===== src/rtl/transpose_pingpong_ctrl.sv =====
// Ping-pong transpose RAM controller: fills one bank row-major from the input stream
// while the other, already full bank is read column-major and streamed out.
module transpose_pingpong_ctrl #(
    parameter int DATA_WIDTH = 10,
    parameter int N          = 8,
    localparam int AW        = $clog2(2*N*N)
) (
    input  logic                  clk,
    input  logic                  rst_n,
    input  logic                  in_valid,
    input  logic [DATA_WIDTH-1:0] in_data,
    output logic                  in_ready,
    output logic                  wr_en,
    output logic [AW-1:0]         wr_addr,
    output logic [DATA_WIDTH-1:0] wr_data,
    output logic                  rd_en,
    output logic [AW-1:0]         rd_addr,
    input  logic [DATA_WIDTH-1:0] rd_data,
    output logic                  out_valid,
    output logic [DATA_WIDTH-1:0] out_data,
    output logic                  out_last,
    input  logic                  out_ready
);

    localparam int            CW         = (N > 1) ? $clog2(N) : 1;
    localparam logic [CW-1:0] LAST_IDX   = CW'(N - 1);
    localparam logic [CW-1:0] ONE        = CW'(1);
    localparam logic [AW-1:0] BANK_OFS   = AW'(N * N);
    localparam logic [AW-1:0] ROW_STRIDE = AW'(N);

    typedef enum logic {IDLE, READ} rstate_t;

    rstate_t       rstate_reg, rstate_next;
    logic          wsel_reg, wsel_next;
    logic          rsel_reg, rsel_next;
    logic [1:0]    bank_full_reg, bank_full_next;
    logic [1:0]    bank_set, bank_clr;
    logic [CW-1:0] wr_reg, wr_next, wc_reg, wc_next;
    logic [CW-1:0] rr_reg, rr_next, rc_reg, rc_next;
    logic          out_valid_reg, out_valid_next;
    logic          out_last_reg, out_last_next;
    logic          wr_fire, wr_last, rd_fire, rd_last;

    // Write side is purely combinational off the registered bank flags.
    assign in_ready = !bank_full_reg[wsel_reg];
    assign wr_fire  = in_valid & in_ready;
    assign wr_last  = (wr_reg == LAST_IDX) && (wc_reg == LAST_IDX);
    assign wr_en    = wr_fire;
    assign wr_data  = in_data;
    assign wr_addr  = (wsel_reg ? BANK_OFS : '0) + AW'(wr_reg) * ROW_STRIDE + AW'(wc_reg);

    // A new read is issued only when the output register is empty or draining.
    assign rd_fire  = (rstate_reg == READ) && (!out_valid_reg || out_ready);
    assign rd_last  = (rr_reg == LAST_IDX) && (rc_reg == LAST_IDX);
    assign rd_en    = rd_fire;
    assign rd_addr  = (rsel_reg ? BANK_OFS : '0) + AW'(rr_reg) * ROW_STRIDE + AW'(rc_reg);

    assign out_valid = out_valid_reg;
    assign out_last  = out_last_reg;
    assign out_data  = rd_data;

    // Writer and reader always touch different banks, so set and clear never collide.
    generate
        for (genvar gi = 0; gi < 2; gi++) begin : g_bank
            assign bank_set[gi]       = wr_fire && wr_last && (wsel_reg == 1'(gi));
            assign bank_clr[gi]       = rd_fire && rd_last && (rsel_reg == 1'(gi));
            assign bank_full_next[gi] = (bank_full_reg[gi] | bank_set[gi]) & ~bank_clr[gi];
        end
    endgenerate

    always_comb begin
        wr_next   = wr_reg;
        wc_next   = wc_reg;
        wsel_next = wsel_reg;
        if (wr_fire) begin
            if (wr_last) begin
                wr_next   = '0;
                wc_next   = '0;
                wsel_next = !wsel_reg;
            end else if (wc_reg == LAST_IDX) begin
                wc_next = '0;
                wr_next = wr_reg + ONE;
            end else begin
                wc_next = wc_reg + ONE;
            end
        end
    end

    always_comb begin
        rstate_next    = rstate_reg;
        rr_next        = rr_reg;
        rc_next        = rc_reg;
        rsel_next      = rsel_reg;
        out_valid_next = out_valid_reg;
        out_last_next  = out_last_reg;

        // Looking at the updated flags lets a block written this very cycle follow without a bubble.
        case (rstate_reg)
            IDLE:    if (bank_full_reg[rsel_reg]) rstate_next = READ;
            READ:    if (rd_fire && rd_last) rstate_next = bank_full_next[!rsel_reg] ? READ : IDLE;
            default: rstate_next = IDLE;
        endcase

        if (rd_fire) begin
            out_valid_next = 1'b1;
            out_last_next  = rd_last;
            if (rd_last) begin
                rr_next   = '0;
                rc_next   = '0;
                rsel_next = !rsel_reg;
            end else if (rr_reg == LAST_IDX) begin
                rr_next = '0;
                rc_next = rc_reg + ONE;
            end else begin
                rr_next = rr_reg + ONE;
            end
        end else if (out_ready) begin
            out_valid_next = 1'b0;
        end
    end

    always_ff @(posedge clk or negedge rst_n) begin
        if (!rst_n) begin
            rstate_reg    <= IDLE;
            wsel_reg      <= 1'b0;
            rsel_reg      <= 1'b0;
            bank_full_reg <= 2'b00;
            wr_reg        <= '0;
            wc_reg        <= '0;
            rr_reg        <= '0;
            rc_reg        <= '0;
            out_valid_reg <= 1'b0;
            out_last_reg  <= 1'b0;
        end else begin
            rstate_reg    <= rstate_next;
            wsel_reg      <= wsel_next;
            rsel_reg      <= rsel_next;
            bank_full_reg <= bank_full_next;
            wr_reg        <= wr_next;
            wc_reg        <= wc_next;
            rr_reg        <= rr_next;
            rc_reg        <= rc_next;
            out_valid_reg <= out_valid_next;
            out_last_reg  <= out_last_next;
        end
    end

endmodule


===== config.mk =====
export PLATFORM = sky130hd
export DESIGN_NAME = transpose_pingpong_ctrl
export DESIGN_NICKNAME = d
export VERILOG_FILES = /design/src/rtl/transpose_pingpong_ctrl.sv
export SDC_FILE = /design/constraint.sdc
export NUM_CORES = 1
export LEC_CHECK = 0
export ABC_AREA = 1
export CAP_MARGIN = 40
export CORE_ASPECT_RATIO = 1.4
export CORE_MARGIN = 2
export CORE_UTILIZATION = 36
export CTS_BUF_LIST = sky130_fd_sc_hd__clkbuf_8
export DETAILED_ROUTE_END_ITERATION = 10
export PLACE_DENSITY = 0.79
export SETUP_SLACK_MARGIN = 0.2
export SLEW_MARGIN = 20
export SYNTH_ARGS = -nofsm -noshare
export SYNTH_HDL_FRONTEND = slang
export SYNTH_SLANG_ARGS = --single-unit

===== constraint.sdc =====
create_clock -name clk -period 1.5 [get_ports clk]
set_clock_uncertainty 0.15 [all_clocks]
set_input_delay 0.3 -clock clk [delete_from_list [all_inputs] [get_ports clk]]
set_output_delay 0.3 -clock clk [all_outputs]
set_load 0.005 [all_outputs]

### Yosys cells after proc, flatten, opt, wreduce, memory -nomap -nowiden

Cells that the tools add are included.

| word-level totals | value |
|---|---|
| bits in writable memories | 0 |
| memories kept | 0 |
| input port bits | 24 |
| ROM bits | 0 |
| output and inout port bits | 39 |
| bits in latches | 0 |
| flip-flop bits (word level) | 19 |

| cells by class | value |
|---|---|
| reduce and logical (&&, ||, !) cells | 21 |
| multipliers | 0 |
| mux-type cells | 22 |
| bitwise logic cells | 10 |
| div/mod/pow operators | 0 |
| shift-type cells | 0 |
| $lt $le $gt $ge | 3 |
| equality and inequality tests | 4 |
| add/sub/neg operators | 8 |

Operators by type and width:

| operator | count |
|---|---|
| 3-bit two-way mux | 8 |
| 7-bit by 3-bit adder with 7-bit output | 2 |
| 7-bit by 6-bit adder with 7-bit output | 2 |
| 7-bit two-way mux | 2 |
| 3-bit by 1-bit adder with 3-bit output, second input constant | 4 |
| 3-bit == test, second input constant | 4 |
| 1-bit two-way mux | 11 |
| 1-bit logical AND | 9 |
| 2-bit AND reduction | 4 |
| 1-bit by 2-bit < comparator with 1-bit output, second input constant | 3 |
| 2-bit nonzero test | 3 |
| 1-bit NOT | 5 |
| 1-bit logical NOT | 4 |
| 1-bit AND | 3 |
| 1-bit OR | 2 |
| 1-bit one-hot mux with 2 select lines | 1 |
| 1-bit logical OR | 1 |

### Logic depth before layout (Yosys ltp)

| logic depth | value |
|---|---|
| depth after elaboration | 13 |
| gate-level depth with buffers | 9 |
| mapped depth without buffers | 9 |

### Least setup slack after synthesis

No wires, ideal clock.

| path | value |
|---|---|
| path kind | flip-flop to flip-flop |
| start | register wc_reg[0] |
| end | register rstate_reg |
| setup time | 0.119 ns |
| arrival time | 1.240 ns |
| cell stages (with the launch flop) | 9 |
| slack | -0.009 ns |
| data required time | 1.231 ns |
| period minus slack after synthesis | 1.509 ns |
| cell sequence | dfrtp_1 -> ha_1 -> ha_1 -> nand2_1 -> inv_1 -> nand4_2 -> nand3_1 -> nand2_1 -> nor2_1 |

| between the ends | value |
|---|---|
| word-level cells in the longest chain between the ends | 11 |

RTL lines:

| element | RTL line | text |
|---|---|---|
| start: declaration | 38 | `logic [CW-1:0] wr_reg, wr_next, wc_reg, wc_next;` |
| start signal: assignment | 140 | `wc_reg <= wc_next;` |
| 3-bit == test * | 47 | `assign wr_last = (wr_reg == LAST_IDX) && (wc_reg == LAST_IDX);` |
| 1-bit logical AND * | 47 |  |
| 1-bit logical AND * | 65 | `assign bank_set[gi] = wr_fire && wr_last && (wsel_reg == 1'(gi));` |
| 1-bit logical AND | 65 |  |
| 1-bit OR | 67 | `assign bank_full_next[gi] = (bank_full_reg[gi] \| bank_set[gi]) & ~bank_clr[gi];` |
| 1-bit AND | 67 |  |
| 1-bit two-way mux (not written as such) * (2 in series) | 100 | `READ: if (rd_fire && rd_last) rstate_next = bank_full_next[!rsel_reg] ? READ : IDLE;` |
| 1-bit two-way mux * (2 in series) | 100 |  |
| 1-bit one-hot mux with 2 select lines * | 98 | `case (rstate_reg)` |
| net rstate_next | 33 | `rstate_t rstate_reg, rstate_next;` |
| end signal: assignment | 135 | `rstate_reg <= rstate_next;` |
| end: declaration | 33 |  |

Mark *: on every way through the listed nets, which the timed path passes. The rest lies on a longest branch. The select of a mux whose other input is x is not followed.
A chain may end at the register's enable or synchronous reset.

### Final worst setup path

| path | value |
|---|---|
| start | register rr_reg[1] |
| end | register rc_reg[0] |

| between the ends | value |
|---|---|
| word-level cells in the longest chain between the ends | 4 |

RTL lines:

| element | RTL line | text |
|---|---|---|
| start: declaration | 39 | `logic [CW-1:0] rr_reg, rr_next, rc_reg, rc_next;` |
| start signal: assignment | 141 | `rr_reg <= rr_next;` |
| 3-bit == test * | 54, 111 |  |
| 1-bit logical AND | 54 | `assign rd_last = (rr_reg == LAST_IDX) && (rc_reg == LAST_IDX);` |
| 2-bit nonzero test (no line) | -- |  |
| 2-bit AND reduction (no line) | -- |  |
| end signal: assignment | 142 | `rc_reg <= rc_next;` |
| end: declaration | 39 |  |

Every way passes the cells marked *; elsewhere a longest branch is shown, timed or not.

==> run metrics <==
Multi-input gate area 659 µm²; switching share of power 30.6%; DP Area 0.00140 mm²; vias in the first global route 1,066; number of flops mapped to enable cells by yosys 0; min cycle time layout 1630 ps; final net count 218; Worst Reg-to-Reg Cells 8; clock network fraction of total power 21.4%; worst hold slack 229 ps; Critical Path Fanout Max 4; maximum vdd drop 0.000619 V; internal power 1.21 mW; fin. max-slew vios 0; Die Y 70.6 µm; Slew HR 79.3%; remaining routing DRC violations 0; Cells after Synth 122; Yosys warnings 0; RSZ-0062 raised after global routing true; post-route ant nets 0; Routed WL 3.27 mm; outcome finished, violations left; pwr dens 862 mW/mm²; Crit path required time 1500 ps; reg2reg start rr_reg[1]$_DFFE_PN0P_; Core Rows 24; Reg clk slew, reported paths 80 ps; Core Box Area 0.00306 mm²; worst setup path start rr_reg[1]$_DFFE_PN0P_; clock sinks 19; failing checks setup timing; Pleak 1.04 nW; asr flop ratio synth 100%; sequential area share after synthesis 41.7%; Clock Tree Root clkbuf_8; MaxCap Viol Count 0; Post-synth top cells nand2_1, buf_4, dfrtp_1; Setup crit end kind flip-flop; Post-Syn Area 0.00114 mm²; CTS H-tree lvls 1; post-synth top area share 41.7%; Reg area 475 µm²; CTS tree yes; synthesis-to-finish area growth 77.2%; total CTS buffers 3; Comb pwr share 42.2%; post-synthesis register bit count 19; HPWL after DPL 1.74 mm; I/O Pins 63; Post-synth top flop dfrtp_1; syn_nets 154; FMAX 614 MHz; initial antenna violation count 0; vias 1,034; RR Endpoint rc_reg[0]$_DFFE_PN0P_; routed len/inst 14.6 µm; fin area 0.00202 mm²; number of DRC markers in iteration 0 13; Initial Util 37.3%; register share of total power 36.4%; fin util 66.0%; Placer Congestion 0.731; actual slew at the worst max-slew pin 311 ps; Setup violations, final 11; crit share post-route 109%; share of layout cells above drive strength 1 71.4%; Cell variety after synth 24; ANT cells 0; CP Class flip-flop to flip-flop; Final Hold Fails 0; Fillers 244; Worst Hold Class primary input to asynchronous set/reset pin; Worst Setup EP rc_reg[0]$_DFFE_PN0P_; die area 0.00364 mm²; Synth area leader dfrtp_1; Reg2Reg Setup Slack -130 ps; Vias/cell 4.62; Bufs on Longest Clock Path 2; CP arrival 1630 ps; Die W 51.6 µm; syn avg cell area 9.35 µm²; Total GRT Usage 18.1%; first-pass GRT wire length 4.85 mm; First-pass DRT Iterations 3; dominant cells by area after synthesis dfrtp_1, buf_4, nand2_1; switching pwr 0.533 mW; final setup margin -128 ps; count leader, synth nand2_1; largest net degree at the start of global routing 20; GR Overflow Total 0; CP Launch Type flip-flop; Clock Latency Late Sink 270 ps; I/O Buffers 22
==> power by group through the flow <==
stage          registers, mW  logic, mW  clock network (mW)
3_5_place_dp           0.673      0.417                   0
5_1_grt                0.640      0.825               0.403
2_1_floorplan          0.667      0.226                   0
6_report               0.634      0.736               0.373
3_3_place_gp           0.662      0.385                   0
4_1_cts                0.631      0.667               0.378
==> cell type report <==
cell class              count  area share [%]
repair buffers             81            36.3
clock buffers               3            2.04
well taps                  39            2.41
flip-flops and latches     19            23.5
multi-input cells          69            32.6
inverters                  12            2.85
clock inverters             1           0.248
==> worst min path at each step <==
stage | startpoint | end | slack, ps | depth (start not counted)
6_report | rst_n | wr_reg[0]$_DFFE_PN0P_ | 230 | 2
5_1_grt | rst_n | wr_reg[0]$_DFFE_PN0P_ | 260 | 2
4_1_cts | rst_n | rr_reg[1]$_DFFE_PN0P_ | 250 | 2
3_5_place_dp | out_last$_DFFE_PN0P_ | out_last$_DFFE_PN0P_ | 320 | 2
3_3_place_gp | out_last$_DFFE_PN0P_ | out_last$_DFFE_PN0P_ | 310 | 2
2_1_floorplan | rst_n | bank_full_reg[0]$_DFF_PN0_ | -150 | 0
==> kinds of logic (layout without fill, tap and decap cells) <==
| group | Yosys count | after routing | synth area share, % |
|---|---|---|---|
| AO/OA/AOI/OAI | 18 | 18 | 10.4 |
| XOR/XNOR | 1 | 1 | 0.768 |
| adder cells (fa/ha/maj) | 8 | 8 | 8.77 |
| buffers and inverters | 34 | 97 | 18.7 |
| flip-flops | 19 | 19 | 41.7 |
| AND/OR/NAND/NOR | 42 | 42 | 19.6 |
==> cell usage in the layout, fill, tap and decap left out <==
master            n
a21oi_1           1
a21oi_2           2
a21oi_4           1
buf_12            1
buf_2             8
buf_4            29
buf_6            35
buf_8             1
clkbuf_2          4
clkbuf_8          3
clkdlybuf4s50_1   1
clkinv_2          1
clkinv_4          1
dfrtp_1          19
dlygate4sd2_1     2
ha_2              1
ha_4              7
inv_1             2
inv_2             7
inv_4             1
inv_6             1
nand2_1          16
nand2_2          11
nand2_4           3
nand2_8           2
nand3_1           1
nand3_2           2
nand3_4           1
nand4_1           1
nand4_4           1
nor2_1            1
nor2_4            2
nor2_8            1
o21a_1            4
o21ai_0           1
o21ai_1           3
o21ai_2           6
xor2_1            1
==> what timing repair did <==
action                     in CTS  in global routing
gates resized for setup       114                 37
hold endpoints to repair        0                  0
pin swaps                      11                 19
buffers inserted               30                 19
hold buffers                    0                  0
setup endpoints to repair      34                 31
==> through the flow <==
stage / std cells / power, mW / setup TNS, ps / setup slack (ps)
floorplan: 122 / 0.894 / 0 / 79.2
detailed placement: 171 / 1.09 / -2640 / -491
global placement: 171 / 1.05 / -2360 / -496
CTS: 205 / 1.68 / -179 / -95.8
finish: 224 / 1.74 / -769 / -128
global route: 224 / 1.87 / -1550 / -186
==> layer usage <==
metal / wire (µm) / track usage [%]
met4: 76 / 10.8
met5: 0 / 0
met2: 1930 / 32.6
met3: 142 / 3.38
met1: 1120 / 18.6
==> worst max-delay path, cell delays in order, from the launching register on <==
cell	delay (ps)
dfrtp_1	400
buf_6	130
ha_4	150
ha_4	160
buf_6	110
buf_12	120
nand2_8	60
clkinv_4	50
o21a_1	170
(Power assumes the default switching activity.)
